$ cat src/rtl/fir_decim_fifo.sv
// fir_decim_fifo
//
// Decimating sink for an upstream FIR stage. Accepted samples first pass a
// warm-up gate that throws away the first WARMUP samples after reset while the
// filter pipeline fills. A phase counter then keeps one sample out of every
// DECIM. Each kept sample is pushed unchanged into a small FIFO that the
// consumer drains with a valid/ready handshake.
//
// Parameters
//   DECIM   decimation factor (1..16)
//   WARMUP  accepted samples discarded after reset (0..255)
//   DEPTH   FIFO entries, power of two (2..64)
//
// Ports
//   clk         rising-edge clock
//   rst         asynchronous active-high reset
//   x_in        signed 10-bit sample from the FIR stage
//   in_en       x_in is valid this cycle
//   dout        FIFO head sample (0 while empty)
//   dout_valid  FIFO is non-empty
//   dout_ready  consumer takes dout this cycle
//   level       FIFO occupancy, 0..DEPTH
//   overflow    sticky flag: a kept sample was dropped on a full FIFO
//   clr_ovf     synchronous clear of overflow (a new overflow wins)

module fir_decim_fifo #(
  parameter int DECIM  = 4,
  parameter int WARMUP = 8,
  parameter int DEPTH  = 8
) (
  input  logic                     clk,
  input  logic                     rst,
  input  logic signed [9:0]        x_in,
  input  logic                     in_en,
  output logic signed [9:0]        dout,
  output logic                     dout_valid,
  input  logic                     dout_ready,
  output logic [$clog2(DEPTH):0]   level,
  output logic                     overflow,
  input  logic                     clr_ovf
);

  localparam int AW = $clog2(DEPTH);

  localparam logic [7:0]  WARM_LAST  = 8'(WARMUP);
  localparam logic [3:0]  PHASE_LAST = 4'(DECIM - 1);
  localparam logic [AW:0] FULL_LEVEL = (AW + 1)'(DEPTH);

  logic [7:0]        warm_cnt;
  logic              warm_done;
  logic [3:0]        phase;
  logic              keep;

  logic signed [9:0] mem [DEPTH];
  logic [AW-1:0]     wr_ptr;
  logic [AW-1:0]     rd_ptr;
  logic              full;
  logic              pop;
  logic              wr_en;
  logic              ovf_event;

  // The warm-up counter saturates at WARMUP, so WARMUP=0 means "done" from
  // the first cycle out of reset.
  assign warm_done = (warm_cnt == WARM_LAST);
  assign keep      = in_en && warm_done && (phase == 4'd0);

  // Warm-up and phase counters only move on accepted samples and never look
  // at the FIFO, so a sample dropped on overflow still uses its phase slot.
  always_ff @(posedge clk or posedge rst) begin
    if (rst) begin
      warm_cnt <= 8'd0;
      phase    <= 4'd0;
    end else if (in_en) begin
      if (!warm_done) begin
        warm_cnt <= warm_cnt + 8'd1;
      end else if (phase == PHASE_LAST) begin
        phase <= 4'd0;
      end else begin
        phase <= phase + 4'd1;
      end
    end
  end

  // When full, a push is only taken if the head leaves on the same edge. In
  // that case wr_ptr equals rd_ptr, so the new sample lands in the slot being
  // vacated and becomes the new tail.
  assign full      = (level == FULL_LEVEL);
  assign pop       = dout_valid && dout_ready;
  assign wr_en     = keep && (!full || pop);
  assign ovf_event = keep && full && !pop;

  // Storage is not reset; dout is masked to zero while empty instead.
  always_ff @(posedge clk) begin
    if (wr_en) begin
      mem[wr_ptr] <= x_in;
    end
  end

  // Pointers wrap naturally because DEPTH is a power of two.
  always_ff @(posedge clk or posedge rst) begin
    if (rst) begin
      wr_ptr <= '0;
      rd_ptr <= '0;
      level  <= '0;
    end else begin
      if (wr_en) begin
        wr_ptr <= wr_ptr + AW'(1);
      end
      if (pop) begin
        rd_ptr <= rd_ptr + AW'(1);
      end
      case ({wr_en, pop})
        2'b10:   level <= level + (AW + 1)'(1);
        2'b01:   level <= level - (AW + 1)'(1);
        default: level <= level;
      endcase
    end
  end

  // Sticky overflow; a fresh overflow takes priority over a clear request.
  always_ff @(posedge clk or posedge rst) begin
    if (rst) begin
      overflow <= 1'b0;
    end else if (ovf_event) begin
      overflow <= 1'b1;
    end else if (clr_ovf) begin
      overflow <= 1'b0;
    end
  end

  assign dout_valid = (level != '0);
  assign dout       = dout_valid ? mem[rd_ptr] : 10'sd0;

endmodule

$ cat config.mk
export PLATFORM = sky130hd
export DESIGN_NAME = fir_decim_fifo
export DESIGN_NICKNAME = d
export VERILOG_FILES = /design/src/rtl/fir_decim_fifo.sv
export SDC_FILE = /design/constraint.sdc
export NUM_CORES = 1
export LEC_CHECK = 0
export CAP_MARGIN = 15
export CORE_UTILIZATION = 30
export DETAILED_ROUTE_END_ITERATION = 10
export HOLD_SLACK_MARGIN = 0.08
export PLACE_DENSITY_LB_ADDON = 0.08
export REMOVE_ABC_BUFFERS = 1
export SETUP_SLACK_MARGIN = 0.05
export SYNTH_ARGS = -nofsm -noshare
export SYNTH_HDL_FRONTEND = slang
export SYNTH_SLANG_ARGS = --single-unit
$ cat constraint.sdc
create_clock -name clk -period 4 [get_ports clk]
set_input_delay 0.6 -clock clk [delete_from_list [all_inputs] [get_ports clk]]
set_output_delay 0.6 -clock clk [all_outputs]
set_load 0.03 [all_outputs]
* Word-level counts from Yosys, hierarchy flattened *
Memories as Yosys holds them, arrays and structs flattened.
Index checks and enable logic that the tools add are counted.

storage, ports and cells
  flip-flop bits (word level) = 23
  bits in writable memories = 80
  input port bits = 15
  output and inout port bits = 16
  word-level logic and storage cells = 41
  memories = 1

memory list
  name  depth  width  read ports  clocked after memory_dff  wr ports  line  source
  mem   8      10     1           0                         1         54    logic signed [9:0] mem [DEPTH];

cells by class
  add/subtract/negate cells = 6
  equal/unequal tests = 5
  multiplexer cells = 7
  bitwise logic cells = 1
  reduce and logical (&&, ||, !) cells = 15

operators with widths
  kind                                              count
  two-way mux 10 bit                                1
  adder 4 x 1 -> 4 bit, second input constant       2
  adder 8 x 1 -> 8 bit, second input constant       1
  == test 8 x 4 -> 1 bit, second input constant     1
  case mux 4 bit (2 select lines)                   1
  adder 3 x 1 -> 3 bit, second input constant       2
  logical AND 1 bit                                 6
  == test 4 x 2 -> 1 bit, second input constant     1
  == test 4 bit, second input constant              1
  logical NOT 4 bit                                 1
  two-way mux 1 bit                                 4
  two-way mux 4 bit                                 1
  AND reduction 2 bit                               2
  nonzero test 2 bit                                2
  nonzero test 4 bit                                1
  subtractor 4 x 1 -> 4 bit, second input constant  1
  == test 2 x 1 -> 1 bit, second input constant     1
  == test 2 bit, second input constant              1
  logical NOT 1 bit                                 2
  logical OR 1 bit                                  1
  inverter 1 bit                                    1

* Logic depth before layout (Yosys ltp) *
Gate-level depths: netlist of run 1.

  depth after elaboration = 6
  gate-level depth with buffers = 10
  mapped depth without buffers = 10

* Least setup slack after synthesis of run 1 *
OpenSTA, ideal clock, no wires.

  path type = register -> register
  start point = register warm_cnt[2]
  end point = register level[3]
  library setup time = 90 ps
  arrival = 2,818 ps
  required time = 3,910 ps
  setup slack = 1,092 ps
  stages on the path, launching flop included = 9
  buffers on the path = 0
  period minus slack after synthesis = 2,908 ps
  cell sequence = dfrtp_1 -> or4_4 -> nor4b_4 -> nor2_1 -> ha_1 -> a21o_1 -> a21o_1 -> or4_2 -> o2111ai_1

between the ends
  word-level cells in the longest chain between the ends = 6
  elaborated cells on any way between the ends = 8
  those cells by class = eq/ne: 3; mux: 1; reduce/logical: 4

RTL lines
  what                                                                   line  source
  start, declared                                                        49    logic [7:0] warm_cnt;
  start signal, assigned                                                 75    warm_cnt <= warm_cnt + 8'd1;
  == test 8 x 4 -> 1 bit (*)                                             64    assign warm_done = (warm_cnt == WARM_LAST);
  logical AND 1 bit (*) (2 in series)                                    65    assign keep = in_en && warm_done && (phase == 4'd0);
  logical AND 1 bit (*)                                                  89    assign wr_en = keep && (!full || pop);
  == test 2 x 1 -> 1 bit or == test 2 bit (tied branches)                112   case ({wr_en, pop})
  case mux 4 bit (2 select lines) or nonzero test 2 bit (tied branches)  --
  end signal, assigned                                                   113   2'b10: level <= level + (AW + 1)'(1);
  end signal, assigned                                                   114   2'b01: level <= level - (AW + 1)'(1);
  end signal, assigned                                                   115   default: level <= level;
  end, declared                                                          38    output logic [$clog2(DEPTH):0] level,

Every way passes the cells marked *; elsewhere a longest branch is shown, timed or not.
A chain may end at the register's enable or synchronous reset.

* Worst setup path after layout of run 1 *
  start point = register rd_ptr[0]
  end point = output dout[3]

between the ends
  word-level cells in the longest chain between the ends = 2

RTL lines
  what                      line  source
  start, declared           56    logic [AW-1:0] rd_ptr;
  start signal, assigned    110   rd_ptr <= rd_ptr + AW'(1);
  memory read (8 x 10 bit)  --
  two-way mux 10 bit        132   assign dout = dout_valid ? mem[rd_ptr] : 10'sd0;
  end, declared             35    output logic signed [9:0] dout,

Every way passes these cells.

==> run summary, run 1 <==
The run finished with clean final reports. The number of gates resized after CTS was 0. Mux contribution to synthesized area: 0.144. The buffer depth of the longest clock path is 2, and the relative slew slack is 0.368. The maximum fanout count along the critical path was 14; the via count of the first global-routing pass was 2404. The clock sink count is 103, and the setup TNS after final layout is 0 ps. In the routed design, unresolved DRC markers number 0.

The share of cells above drive strength 1 is 0.193, and the distinct cell type count of the synthesized netlist is 38. The share of the clock period used by the worst path works out to 0.752. The largest individual stage delay along the critical path comes from the cell sky130_fd_sc_hd__clkdlybuf4s50_1.

Critical path startpoint category: a flop. The run gives 1010 ps as the setup slack of the most critical reg-to-reg path. The number of vias per cell after detailed routing came out at 4.59.

The worst setup path endpoint is dout[3]. The count of antenna-violating nets left after detailed routing was 0; the areal power density over the cells was 653 nW/um2. For the number of standard-cell rows in the floorplan, the log shows 43.

The count of yosys warnings during synthesis was 0; the global-route total usage across every layer was 0.130. Total clock buffers created by CTS: 9. Worst hold slack: 511 ps.

The launch point of the critical path was rd_ptr[0]. The fmax came out at 333 MHz. The critical path goes through buf_4 > mux4_2 > mux2i_1 > nor2_1 > clkdlybuf4s50_1. The total number of nets in the final design was 326.

Broken down by cell family, the worst path's largest delay share belongs to buffers and inverters. Combinational family with the most area after synthesis: multiplexers. The synthesized-area fraction occupied by ao, oa, aoi and oai cells was 0.0175; the largest incremental delay on the critical path was 600 ps. The setup path with the least slack is of type reg -> out. Compared with the post-synthesis result, the final layout area differs by 20.4%. The clock latency reported for the late side of the worst-skew pair is 340 ps, and the maximum clock skew at final layout is 5.78 ps. The share of synthesized cell area in and, or, nand and nor gates is 0.0713. The critical path contains buffers and inverters numbering 2 combined. Data arrives at the worst endpoint at 2410 ps. The logs give 471 for the number of placed instances with taps included and 0 for the number of max-capacitance violations reported. Buffers inserted to repair hold after CTS numbered 0. The count of antenna diodes in the layout was 0. The height of the die was 122 um; the top-level I/O count was 31. The path length in cells of the critical path works out to 5. For this block, the initial DRC count from the detailed router was 139. Setup violations remaining at the end of the flow were counted as 0. The die covers 14800 um2. Setup repair after global routing left no endpoint under its margin. The post-synth design cell area came out at 4300 um2. For this design the static power due to leakage is 1.86 nW. The filler cells instantiated in the layout total 1313.

In this run the horizontal extent of the chip is 122 um. The time the worst path needs with I/O delays and setup works out to 3010 ps. TritonCTS built the clock tree.

For the first-pass GRT wire length, the log shows 13600 um. In the synthesized netlist, the number of instances is 251. The post-synthesis share of cell area spent on full adders, half adders and majority gates came out at 0.0280.

The worst setup path is captured at an output pin. The required arrival time at the worst endpoint is 3400 ps, and the final hold violation count is 0. The congestion estimate from routability-driven global placement came to 0.698. Once the clock tree was built, the setup fixing pass inserted 0 buffers.

Portion of the post-synthesis area used by sequential elements: 0.693. Leaving out filler cells and counting taps, the final layout contains 485. For the initial antenna violation count, the log shows 0.

The endpoint identified for the worst register-to-register timing path is level[3]. The starting density of the core was 0.308; the pin slew with the least headroom to its limit was 946 ps. In this run the standard cell core region covers 13900 um2. In this run the critical register-to-register path is launched from level[0]. The synthesized design contains 103 register bits. The total overflow left after global routing is 0. The tools report the largest net degree at the start of global routing as 24.

The worst min-delay path class was reg -> reg. In the final routed layout, each cell accounts on average for 17.7 um. The synthesized area divided by synthesized cell count is 17.1 um2.

The count of buffers added on input and output ports is 30. The worst IR drop on VDD was 337 uV; the iteration count of the initial detailed-routing pass was 4. Worst hold path depth: 1.

After clock tree synthesis, the clock-pin slew on the worst setup and hold paths is 70 ps. CTS placed an instance of sky130_fd_sc_hd__clkbuf_16 at the clock tree root. The total half-perimeter wirelength after legalization and detailed placement was 5530 um. For the number of pins exceeding their max-slew limit in the final report, the log shows 0. The overall via count from detail_route was 2228. The xor/xnor cell area share of the yosys netlist is 0.0285, and the aggregate routed wire length is 8590 um. For the worst flop-to-flop path, the logic depth is 11.

The H-tree generated during clock tree synthesis spans 3 levels.
layout make-up:
type	count	area, um2	area share
clock buffers	11	233	0.0450
clock inverters	3	12.5	0.00242
inverters	14	52.6	0.0102
multi-input cells	128	1250	0.242
well taps	180	225	0.0435
flip-flops and latches	103	2980	0.576
repair buffers	46	420	0.0813
routing by layer:
layer / vias to the layer above / wire length (um) / part of all wire / GRT usage
li1: 1052 / - / - / -
met1: 1135 / 4110 / 0.48 / 0.174
met2: 33 / 4030 / 0.47 / 0.199
met3: 8 / 320 / 0.037 / 0.0346
met4: 0 / 125 / 0.015 / 0.0532
met5: - / 0 / 0 / 0
placed cells by master, fill, tap and decap left out, drive strengths merged, types with 2 or more instances in the layout:
master | Yosys | final
clkbuf | 4 | 11
xnor2 | 13 | 13
o21ai | 3 | 3
edfxtp | 80 | 80
or3 | 2 | 2
mux4 | 20 | 20
ha | 8 | 8
and2 | 2 | 2
clkdlybuf4s50 | 0 | 30
nand4 | 2 | 2
a21oi | 2 | 2
mux2i | 13 | 13
nand2b | 2 | 2
nor2 | 20 | 20
or4 | 2 | 2
mux2 | 3 | 3
clkinv | 0 | 3
dfrtp | 23 | 23
inv | 14 | 14
buf | 2 | 16
nand2 | 13 | 13
nand3 | 6 | 6
a21o | 2 | 2
nor3 | 2 | 2
how the worst min path moves through the flow:
stage / start / to
2_1_floorplan: warm_cnt[7] / warm_cnt[7]
3_3_place_gp: phase[3] / phase[3]
3_5_place_dp: phase[3] / phase[3]
4_1_cts: phase[3] / phase[3]
5_1_grt: phase[3] / phase[3]
6_report: phase[3] / phase[3]
synth_stat cells, drive strengths merged:
cell | count | share of area
dfrtp | 23 | 0.13
xnor2 | 13 | 0.026
a21bo | 1 | 0.0023
or2 | 1 | 0.0015
or4 | 2 | 0.0047
xor2 | 1 | 0.0020
or4b | 1 | 0.0023
o21ai | 3 | 0.0035
and3 | 1 | 0.0017
nand3 | 6 | 0.0070
and4 | 1 | 0.0020
o2111ai | 1 | 0.0020
o22ai | 1 | 0.0015
mux2 | 3 | 0.0087
edfxtp | 80 | 0.56
fa | 1 | 0.0047
nor4b | 1 | 0.0055
a211o | 1 | 0.0023
inv | 14 | 0.012
nand3b | 1 | 0.0017
clkbuf | 4 | 0.0035
a21oi | 2 | 0.0023
nand4b | 1 | 0.0020
nor2 | 20 | 0.017
mux2i | 13 | 0.030
nor3 | 2 | 0.0023
nand4 | 2 | 0.0029
buf | 2 | 0.0020
a21o | 2 | 0.0035
nand2 | 13 | 0.011
ha | 8 | 0.023
nand2b | 2 | 0.0029
or3 | 2 | 0.0029
mux4 | 20 | 0.10
and2 | 2 | 0.0029
where the power goes:
part	switching (mW)	leakage (nW)	internal, mW	total, mW
sequential	0.119	1.01	1.24	1.36
combinational	0.641	0.728	0.605	1.25
clock	0.362	0.120	0.411	0.773
stage by stage:
step	area [um2]	util	setup WS (ps)	power, mW
6_report	5170	0.371	993	3.38
5_1_grt	5170	0.371	808	3.58
4_1_cts	5170	0.371	933	3.44
3_5_place_dp	4930	0.354	816	2.66
3_3_place_gp	4930	0.354	872	2.65
2_1_floorplan	4270	-	732	2.21
flip-flops by register name, summed over array words and instances (netlist names):
signal and flops:
warm_cnt 8, level 4, wr_ptr 3, mem 80, overflow 1, phase 4
rd_ptr 3
logic make-up after synthesis:
| family | Yosys count |
|---|---|
| compound gates | 11 |
| buf+inv | 20 |
| fa+ha+maj | 9 |
| mux | 36 |
| flops | 103 |
| xor+xnor | 14 |
| simple gates | 58 |
Note: power is estimated with default switching activity, not from simulation.
==> run 2: changes to the inputs <==
==> constraint.sdc (replaced) <==
create_clock -name clk -period 2.95 [get_ports clk]
set_input_delay 0.4425 -clock clk [delete_from_list [all_inputs] [get_ports clk]]
set_output_delay 0.4425 -clock clk [all_outputs]
set_load 0.03 [all_outputs]
==> run 2 against run 1 <==
Effect of this change:
- die area unchanged
- global-route usage decreased by 0.34 points
- total power grew 42%
- non-clock buffer count increased by 10
- worst setup slack lost 850 ps
- clock power increased by 50%
- highest routed layer unchanged
==> run summary, run 2 (synthesized netlist as in run 1, its figures left out) <==
For the top-level I/O count, the log shows 31 (unchanged). Height of the die: 122 um (unchanged). The met3 usage in global routing was 0.0309 (was 0.0346). Critical path startpoint category: a flop (unchanged). The width of the die was 122 um (unchanged). The flip-flop count of the largest register after layout was 80 (unchanged); the data arrival time of the critical path was 3070 ps (was 2410 ps). Total half-perimeter wirelength after legalization and detailed placement: 5480 um (was 5530 um). The port buffer count was 30 (unchanged). The clock latency reported for the late side of the worst-skew pair was 340 ps (about the same); the number of max-capacitance violations reported was 0 (unchanged). For the final standard cell count with taps included and fillers excluded, the log shows 497 (was 485). Setup repair after global routing left no endpoint under its margin. The number of vias per cell after detailed routing is 4.51 (was 4.59). TritonCTS built the clock tree.

The multi-input combinational cell area was 1260 um2 (was 1250 um2); the core footprint was 13900 um2 (unchanged). The final-report setup violation count came out at 0 (unchanged). Power after layout: 4.79 mW (was 3.38 mW).

The endpoint type of the worst setup path is a flop (was an output pin). The tools report the initial detailed-routing violation count as 133 (was 139). Area added between synthesis and finish: 23.5% (was 20.4%). The switching share of power was 0.323 (was 0.332); the maximum fanout count along the critical path was 4 (was 14). The worst hold slack was 438 ps (was 511 ps). Total of hold buffers inserted after clock tree synthesis: 0 (unchanged). The first-pass GRT wire length was 13300 um (was 13600 um).

The power spent charging and discharging nets was 1.55 mW (was 1.12 mW). For the met2 capacity usage during global routing, the log shows 0.192 (was 0.199). The run gives 2 (unchanged) as the buffer depth of the longest clock path.

The maximum clock skew at final layout was 7.58 ps (was 5.78 ps); the pin slew with the least headroom to its limit was 451 ps (was 946 ps). The tools report the number of placed instances with taps included as 478 (was 471). The tools report the cell area after layout as 5310 um2 (was 5170 um2). The total number of nets in the final design is 336 (was 326), and the share of the clock period used by the worst path is 0.950. The final weighted congestion in routability-driven placement is 0.737 (was 0.698), and the DRC violation count after routing is 0 (unchanged).

The tools report the area of the die as 14800 um2 (unchanged). The number of standard-cell rows in the floorplan was 43 (unchanged); the initial antenna violation count was 0 (unchanged). The count of antenna-violating nets left after detailed routing is 0 (unchanged), and the met1 track utilization from global routing is 0.172 (was 0.174).

The top register by number of flip-flops was mem (unchanged). The clock-pin slew on the worst setup and hold paths was 70 ps (about the same). The highest-utilization routing layer at the global route stage is met2 (unchanged).

The tools report the iteration count of the initial detailed-routing pass as 4 (unchanged). The required arrival time at the worst endpoint is 3210 ps (was 3400 ps). The time the worst path needs with I/O delays and setup works out to 2800 ps.

The run gives 0 (unchanged) as the number of pins exceeding their max-slew limit in the final report. The register area is 2980 um2 (unchanged), and the cell area after placement is 4990 um2 (was 4930 um2). The critical setup path kind is reg -> reg (was reg -> out).

The logs give 0 (unchanged) for the count of antenna diodes in the layout and 3.24 mW (was 2.25 mW) for the internal power. The final hold violation count is 0 (unchanged). The logs give 1284 (was 1313) for the number of fillers in the final layout and 2356 (was 2404) for the via count of the first global-routing pass. For the clock share of power, the log shows 0.241 (was 0.229). The total clock buffers created by CTS was 9 (unchanged). The share of cells above drive strength 1 came out at 0.233 (was 0.193).

Largest net degree at the start of global routing: 24 (unchanged). For the worst IR drop on VDD, the log shows 454 uV (was 337 uV). The clock tree root driver cell was sky130_fd_sc_hd__clkbuf_16 (unchanged).

Most frequent cells in the layout: sky130_fd_sc_hd__edfxtp_1 (80), sky130_fd_sc_hd__clkdlybuf4s50_1 (29), sky130_fd_sc_hd__buf_4 (26), sky130_fd_sc_hd__dfrtp_1 (23), sky130_fd_sc_hd__mux4_2 (20) (was sky130_fd_sc_hd__edfxtp_1 (80), sky130_fd_sc_hd__clkdlybuf4s50_1 (30), sky130_fd_sc_hd__dfrtp_1 (23), sky130_fd_sc_hd__nor2_1 (20), sky130_fd_sc_hd__mux4_2 (20)). Fmax: 357 MHz. The portion of total power attributed to sequential cells is 0.378 (was 0.402), and the routed length per placed instance is 17.0 um (was 17.7 um).

The areal power density over the cells works out to 903 nW/um2 (was 653 nW/um2). For the starting density of the core, the log shows 0.308 (unchanged). Worst min-delay path class: in -> async (was reg -> reg). The setup TNS after final layout is 0 ps (unchanged). The run finished with clean final reports. The tools report the global-route total usage across every layer as 0.126 (was 0.130).

Overall via count from detail_route: 2241 (was 2228). Largest regs: mem x80, warm_cnt x8 (unchanged). The most common cell after layout, fill and taps aside was sky130_fd_sc_hd__edfxtp_1 (unchanged). For the part of the total power dissipated in combinational logic, the log shows 0.381 (was 0.369). The relative slew slack is 0.691 (was 0.368), and the aggregate global routing overflow is 0 (unchanged).

The logs give 103 (unchanged) for the clock sink count and 8450 um (was 8590 um) for the aggregate routed wire length. The leakage power of the design was 1.93 nW (was 1.86 nW); the H-tree depth reported by CTS was 3 (unchanged).
-- run 2: changes by cell type in the layout (fill, tap and decap cells not counted), sizes merged --
cell,before,now
clkdlybuf4s50,30,29
clkinv,3,2
clkbuf,11,12
clkinvlp,0,1
buf,16,27
bufinv,0,1
-- run 2: area by class of cell --
class	instances	area share
Clock buffer	12	0.0446
Clock inverter	4	0.00873
Inverter	14	0.00991
Multi-Input combinational cell	128	0.238
Sequential cell	103	0.561
Tap cell	180	0.0425
Timing Repair Buffer	56	0.0953
-- run 2: critical path: stages, from the launching register on --
cell and delay (ps):
sky130_fd_sc_hd__dfrtp_1 410, sky130_fd_sc_hd__or4_4 570, sky130_fd_sc_hd__nor4b_4 370, sky130_fd_sc_hd__nor2_2 80
sky130_fd_sc_hd__ha_1 270, sky130_fd_sc_hd__a21o_1 190, sky130_fd_sc_hd__a21o_1 180, sky130_fd_sc_hd__or4_2 550
sky130_fd_sc_hd__o2111ai_2 100
-- run 2: worst paths after layout --
path	from	end	slack (ps)	depth (start not counted)
min	rst	warm_cnt[3]	440	3
max reg2reg	warm_cnt[4]	level[3]	150	8
min reg2reg	phase[3]	phase[3]	500	1
max	warm_cnt[4]	level[3]	150	8
max in group asynchronous	rst	rd_ptr[2]	2270	3
min in group clk	phase[3]	phase[3]	500	1
-- run 2: per-layer routing --
metal,wire [um],vias up
li1,-,1072
met1,4150,1127
met2,3890,33
met3,272,9
met4,131,0
met5,0,-
-- run 2: power by group through the flow --
| stage | combinational (mW) | sequential, mW | clock, mW |
|---|---|---|---|
| 6_report | 1.83 | 1.81 | 1.16 |
| 2_1_floorplan | 1.02 | 1.98 | 0 |
| 3_5_place_dp | 1.81 | 1.85 | 0 |
| 4_1_cts | 1.82 | 1.82 | 1.20 |
| 3_3_place_gp | 1.80 | 1.85 | 0 |
| 5_1_grt | 2.00 | 1.83 | 1.25 |
-- run 2: what timing repair did --
action,in CTS,in global routing
resized for setup,0,2
endpoints found under the setup margin,0,1
buffers inserted,0,3
-- run 2: per-stage QoR --
step,util,setup slack (ps)
6_report,0.381,148
5_1_grt,0.381,58.2
4_1_cts,0.378,107
3_5_place_dp,0.358,37.9
3_3_place_gp,0.358,71.8
2_1_floorplan,-,-318
